<file path="src/rtl/gpr_dump.sv">
`default_nettype none
// ============================================================================
// Module      : gpr_dump
// Description : Post-halt register readback. Walks the register file read port
//               and streams each value with its index over valid/ready.
//               Optional macro GPR_DUMP_CHECKSUM_EN appends an XOR checksum word.
// Revision    : 1.0 - initial release
// ============================================================================
module gpr_dump #(
    parameter int DATA_W    = 32,
    parameter int ADDR_W    = 5,
    parameter int FIRST_REG = 1,
    parameter int LAST_REG  = 31
) (
    input  logic              clock,
    input  logic              reset,
    input  logic              halt,
    output logic [ADDR_W-1:0] rd_addr,
    input  logic [DATA_W-1:0] rd_data,
    output logic              out_valid,
    input  logic              out_ready,
    output logic [DATA_W-1:0] out_data,
    output logic [ADDR_W-1:0] out_index,
    output logic              out_last,
    output logic              busy,
    output logic              done
);

    localparam logic [ADDR_W-1:0] C_FIRST = ADDR_W'(FIRST_REG);
    localparam logic [ADDR_W-1:0] C_LAST  = ADDR_W'(LAST_REG);

    localparam logic [2:0] S_IDLE  = 3'd0;
    localparam logic [2:0] S_READ  = 3'd1;
    localparam logic [2:0] S_SEND  = 3'd2;
    localparam logic [2:0] S_DONE  = 3'd3;
`ifdef GPR_DUMP_CHECKSUM_EN
    localparam logic [2:0] S_CLOAD = 3'd4;
    localparam logic [2:0] S_CHECK = 3'd5;
`endif

    logic [2:0]        r_state;
    logic [2:0]        w_state_nxt;
    logic              r_halt_q;
    logic [ADDR_W-1:0] r_idx;
    logic [DATA_W-1:0] r_out_data;
    logic [ADDR_W-1:0] r_out_index;
    logic              w_start;
    logic              w_idx_last;
`ifdef GPR_DUMP_CHECKSUM_EN
    logic [DATA_W-1:0] r_acc;
`endif

    assign w_start    = halt & ~r_halt_q;
    assign w_idx_last = (r_idx == C_LAST);
    assign rd_addr    = r_idx;
    assign out_data   = r_out_data;
    assign out_index  = r_out_index;

    always_ff @(posedge clock or negedge reset) begin
        if (!reset) begin
            r_state <= S_IDLE;
        end else begin
            r_state <= w_state_nxt;
        end
    end

    always_comb begin
        w_state_nxt = r_state;
        out_valid   = 1'b0;
        out_last    = 1'b0;
        busy        = 1'b0;
        done        = 1'b0;
        case (r_state)
            S_IDLE: begin
                if (w_start) w_state_nxt = S_READ;
            end
            S_READ: begin
                busy        = 1'b1;
                w_state_nxt = S_SEND;
            end
            S_SEND: begin
                busy      = 1'b1;
                out_valid = 1'b1;
`ifdef GPR_DUMP_CHECKSUM_EN
                if (out_ready) w_state_nxt = w_idx_last ? S_CLOAD : S_READ;
`else
                out_last  = w_idx_last;
                if (out_ready) w_state_nxt = w_idx_last ? S_DONE : S_READ;
`endif
            end
            S_DONE: begin
                done = 1'b1;
                if (!halt) w_state_nxt = S_IDLE;
            end
`ifdef GPR_DUMP_CHECKSUM_EN
            // Checksum word gets its own load cycle so it costs the same as a register word
            S_CLOAD: begin
                busy        = 1'b1;
                w_state_nxt = S_CHECK;
            end
            S_CHECK: begin
                busy      = 1'b1;
                out_valid = 1'b1;
                out_last  = 1'b1;
                if (out_ready) w_state_nxt = S_DONE;
            end
`endif
            default: w_state_nxt = S_IDLE;
        endcase
    end

    always_ff @(posedge clock or negedge reset) begin
        if (!reset) begin
            r_halt_q    <= 1'b0;
            r_idx       <= C_FIRST;
            r_out_data  <= '0;
            r_out_index <= '0;
`ifdef GPR_DUMP_CHECKSUM_EN
            r_acc       <= '0;
`endif
        end else begin
            r_halt_q <= halt;
            if (r_state == S_IDLE && w_start) begin
                r_idx <= C_FIRST;
`ifdef GPR_DUMP_CHECKSUM_EN
                r_acc <= '0;
`endif
            end
            if (r_state == S_READ) begin
                r_out_data  <= rd_data;
                r_out_index <= r_idx;
`ifdef GPR_DUMP_CHECKSUM_EN
                r_acc       <= r_acc ^ rd_data;
`endif
            end
            // Index parks at the last register; the next start reloads it
            if (r_state == S_SEND && out_ready && !w_idx_last) begin
                r_idx <= r_idx + 1'b1;
            end
`ifdef GPR_DUMP_CHECKSUM_EN
            if (r_state == S_CLOAD) begin
                r_out_data  <= r_acc;
                r_out_index <= '0;
            end
`endif
        end
    end

endmodule
`default_nettype wire

</file>
<file path="config.mk">
export PLATFORM = sky130hd
export DESIGN_NAME = gpr_dump
export DESIGN_NICKNAME = d
export VERILOG_FILES = /design/src/rtl/gpr_dump.sv
export SDC_FILE = /design/constraint.sdc
export NUM_CORES = 1
export LEC_CHECK = 0
export CAP_MARGIN = 20
export CORE_ASPECT_RATIO = 1.5
export CORE_MARGIN = 2
export CORE_UTILIZATION = 37
export DETAILED_ROUTE_END_ITERATION = 16
export PLACE_DENSITY = 0.75
export RECOVER_POWER = 25
export SLEW_MARGIN = 5
export SYNTH_ARGS = -nofsm -noshare
export SYNTH_HDL_FRONTEND = slang
export SYNTH_SLANG_ARGS = --single-unit
</file>
<file path="constraint.sdc">
create_clock -name clock -period 1.74 [get_ports clock]
set_input_delay 0.348 -clock clock [delete_from_list [all_inputs] [get_ports clock]]
set_output_delay 0.348 -clock clock [all_outputs]
set_load 0.005 [all_outputs]
</file>
==> metrics.log <==
INFO  metric max_freq = 534 MHz
INFO  metric grt_max_degree = 25
INFO  metric cts.path.max_buffers = 2
INFO  metric initial_drt_pass_iterations = 4
INFO  metric clkSinkCount = 45
INFO  metric total_half_perimeter_wirelength_after_legalization_and_detailed_placement = 3300 µm
INFO  metric critPathKind = reg -> out
INFO  metric antenna-diode-count = 0
INFO  metric outcome = complete, but fails checks
INFO  metric cap_viol_max_count = 0
INFO  metric static-leakage-power = 0.00133 µW
INFO  metric highest_net_fanout_along_the_worst_path = 2
INFO  metric nets = 267
INFO  metric hold_ws = 0.278 ns
INFO  metric yosysUniqueCellTypes = 23
INFO  metric die_x = 61.6 µm
INFO  metric post-place-cells = 278
INFO  metric clock_tree.htree_level_count = 2
INFO  metric report.final.slew_viol_count = 0
INFO  metric number_of_vias_after_detailed_routing = between 1000 and 1500
INFO  metric synth_top_cell_by_area = sky130_fd_sc_hd__dfrtp_1
INFO  metric worst_pin_slew = about 1.2 ns
INFO  metric synthToLayoutAreaGrowth = 65.9%
INFO  metric netlist_top_cells_area = sky130_fd_sc_hd__dfrtp_1, sky130_fd_sc_hd__mux2_2, sky130_fd_sc_hd__ha_1
INFO  metric worst_clock_skew = 0.00591 ns
INFO  metric placeableCoreArea = about 4800 µm²
INFO  metric initial_core_util = 38.3%
INFO  metric io-pin-count = 82
INFO  metric dr.first_iter.drc_count = 28
INFO  metric detail-route-antenna-nets = 0
INFO  metric hold_path.class = in -> async
INFO  metric routedWlPerCell = roughly 15 µm
INFO  metric total_of_flip_flops_plus_latches_after_synthesis = 45
INFO  metric failed_checks = setup timing
INFO  metric r2r_setup_slack = -0.07 ns
INFO  metric global_route_wire_length_before_repair = a little under 7000 µm
INFO  metric time_the_final_worst_path_needs_with_i_o_delays_and_setup = 1.87 ns
INFO  metric peakVddDrop = 0.00103 V
INFO  metric grtUsageTotal = 16.3%
INFO  metric fillers = ~400
INFO  metric avg_synthesized_cell_area = between 15 and 20 µm²
INFO  metric clkLatencyLatePin = 0.29 ns
INFO  metric postPlaceCellArea = between 2000 and 3000 µm²
INFO  metric setup_slack = -0.132 ns
INFO  metric timing.final.crit_share = 108%
INFO  metric cp-start-kind = flip-flop
INFO  metric power_density = between 1500 and 2000 nW/µm²
INFO  metric clock_tree_from_tritoncts = yes
INFO  metric detail_route.vias_per_cell = 4.70
INFO  metric clkTransAtPathRegs = 0.08 ns
INFO  metric cts-root-buf = sky130_fd_sc_hd__clkbuf_8
INFO  metric slew-limit-headroom = 20.8%
INFO  metric final_layout_size_suffix_gt1_share = 34.7%
INFO  metric sequential_to_total_area_share_from_yosys_stat = about three fifths
INFO  metric tritoncts.num_buffers = 5
INFO  metric drcViolationCount = 0
INFO  metric dieHeight = around 90 µm
INFO  metric worstSetupStartpoint = rd_addr[0]$_DFFE_PN1P_
INFO  metric synthDominantCellAreaShare = 59.8%
INFO  metric ctsHoldBuffers = 0
INFO  metric finalHoldViolations = 0
INFO  metric fin_area = 3050 µm²
INFO  metric postSynthCellCount = 120
INFO  metric floorplan.die_area = ~5600 µm²
INFO  metric drt-total-wl = ~4300 µm
INFO  metric setup_viol = 6
INFO  metric critical_path_arrival = 1.52 ns
INFO  metric crit_path_end_kind = primary output
INFO  metric antenna_found_initial = 0
INFO  metric gp_congestion = between 0.8 and 0.9
INFO  metric r2r_end = rd_addr[1]$_DFFE_PN0P_
INFO  metric r2r_start = rd_addr[0]$_DFFE_PN1P_
INFO  metric mappedNetlistArea = approximately 1800 µm²
INFO  metric placement_rows = 31
INFO  metric port_buffers = 81
INFO  metric first_global_vias = 1511
INFO  metric rsz0062_at_grt = true
INFO  metric synth_nets = 163
INFO  metric worstRegToRegCells = 7
INFO  metric finish.cell_count_without_fillers = 291
INFO  metric grt_overflow = 0
INFO  metric critical_path_required = 1.39 ns
INFO  metric yosys_warns = 0
[placed cells by master (no fill, tap or decap), types with 2 or more instances in the layout]
cell type and instances:
sky130_fd_sc_hd__clkdlybuf4s50_1 75, sky130_fd_sc_hd__inv_1 2, sky130_fd_sc_hd__clkbuf_1 2, sky130_fd_sc_hd__clkbuf_2 2
sky130_fd_sc_hd__buf_4 16, sky130_fd_sc_hd__ha_2 2, sky130_fd_sc_hd__nand2b_1 3, sky130_fd_sc_hd__dlygate4sd2_1 2
sky130_fd_sc_hd__a22o_1 2, sky130_fd_sc_hd__buf_6 2, sky130_fd_sc_hd__buf_12 2, sky130_fd_sc_hd__ha_4 2
sky130_fd_sc_hd__dfrtp_1 44, sky130_fd_sc_hd__mux2_2 37, sky130_fd_sc_hd__ha_1 3, sky130_fd_sc_hd__clkbuf_8 6
sky130_fd_sc_hd__mux2i_1 3
[repair_timing]
item / 4_1_cts / 5_1_grt
buffers inserted: 4 / 1
pin swaps: 6 / 2
gates resized for setup: 22 / 3
endpoints found under the setup margin: 10 / 9
[how the worst max path moves through the flow]
| stage | to | slack, ns | cells after the start |
|---|---|---|---|
| finish | out_last | -0.13 | 5 |
| global route | out_last | -0.19 | 5 |
| CTS | out_last | -0.14 | 5 |
| detailed placement | out_last | -0.34 | 5 |
| global placement | out_last | -0.27 | 5 |
| floorplan | rd_addr[3]$_DFFE_PN0P_ | 0.03 | 6 |
[worst max-delay path, cell delays in order, from the launching register on]
cell and delay [ns]:
sky130_fd_sc_hd__dfstp_2 0.56, sky130_fd_sc_hd__ha_4 0.13, sky130_fd_sc_hd__and3_4 0.18, sky130_fd_sc_hd__ha_4 0.13, sky130_fd_sc_hd__and2_4 0.14, sky130_fd_sc_hd__buf_6 0.09
[area by class of cell]
| type | count | area, µm² | share of cell area (%) |
|---|---|---|---|
| sequential | 45 | 1130 | 36.9 |
| timing repair buffer | 101 | 975 | 31.9 |
| multi-input combinational | 67 | 734 | 24.1 |
| clock buffer | 7 | 86.3 | 2.83 |
| tap | 66 | 82.6 | 2.70 |
| clock inverter | 1 | 30.0 | 0.984 |
| inverter | 4 | 17.5 | 0.574 |
[power breakdown]
group          switching (µW)  internal [µW]  leakage, µW
clock network             323            468    0.0000585
registers                 244           1530     0.000542
logic                     860           1740     0.000729
[sequential cells by signal, summed over array words and instances (netlist names)]
register and cells:
rd_addr 5, r_halt_q 1, out_index 5, out_data 32
r_state 2
[kinds of logic after synthesis]
family                   synth area share, %
AO/OA/AOI/OAI                           3.40
adder cells (fa/ha/maj)                 4.76
buffers and inverters                   1.90
flip-flops                              61.3
multiplexers                            24.8
AND/OR/NAND/NOR                         3.88
[per-stage QoR]
stage	worst slack, ns	TNS (ns)	util, %	total power [µW]
finish	-0.132	-0.395	63.5	5170
global route	-0.187	-1.11	63.5	5520
CTS	-0.140	-0.289	63.7	5230
detailed placement	-0.339	-0.648	59.6	4350
global placement	-0.273	-0.273	59.6	4240
floorplan	0.0251	0	-	2830
[synth_stat cells, drive strengths merged]
cell type	number
mux2	37
mux2i	4
dfrtp	44
a211o	1
dfstp	1
a31oi	1
nor4b	1
o21bai	1
a21o	1
a222oi	1
buf	4
nand2b	3
inv	4
nand3b	1
and3b	1
nand3	1
and3	1
nor3	1
a22o	2
ha	7
a21oi	1
nand2	1
and2	1
[metal layers]
layer	part of all wire (%)	GRT usage, %	up-vias	wire length, µm
li1	-	-	633	-
met1	36	17.7	665	1540
met2	55	29.6	65	2390
met3	7.5	3.44	6	322
met4	1.3	5.14	0	57
met5	0	0	-	0
Note: power is estimated with default switching activity, not from simulation.
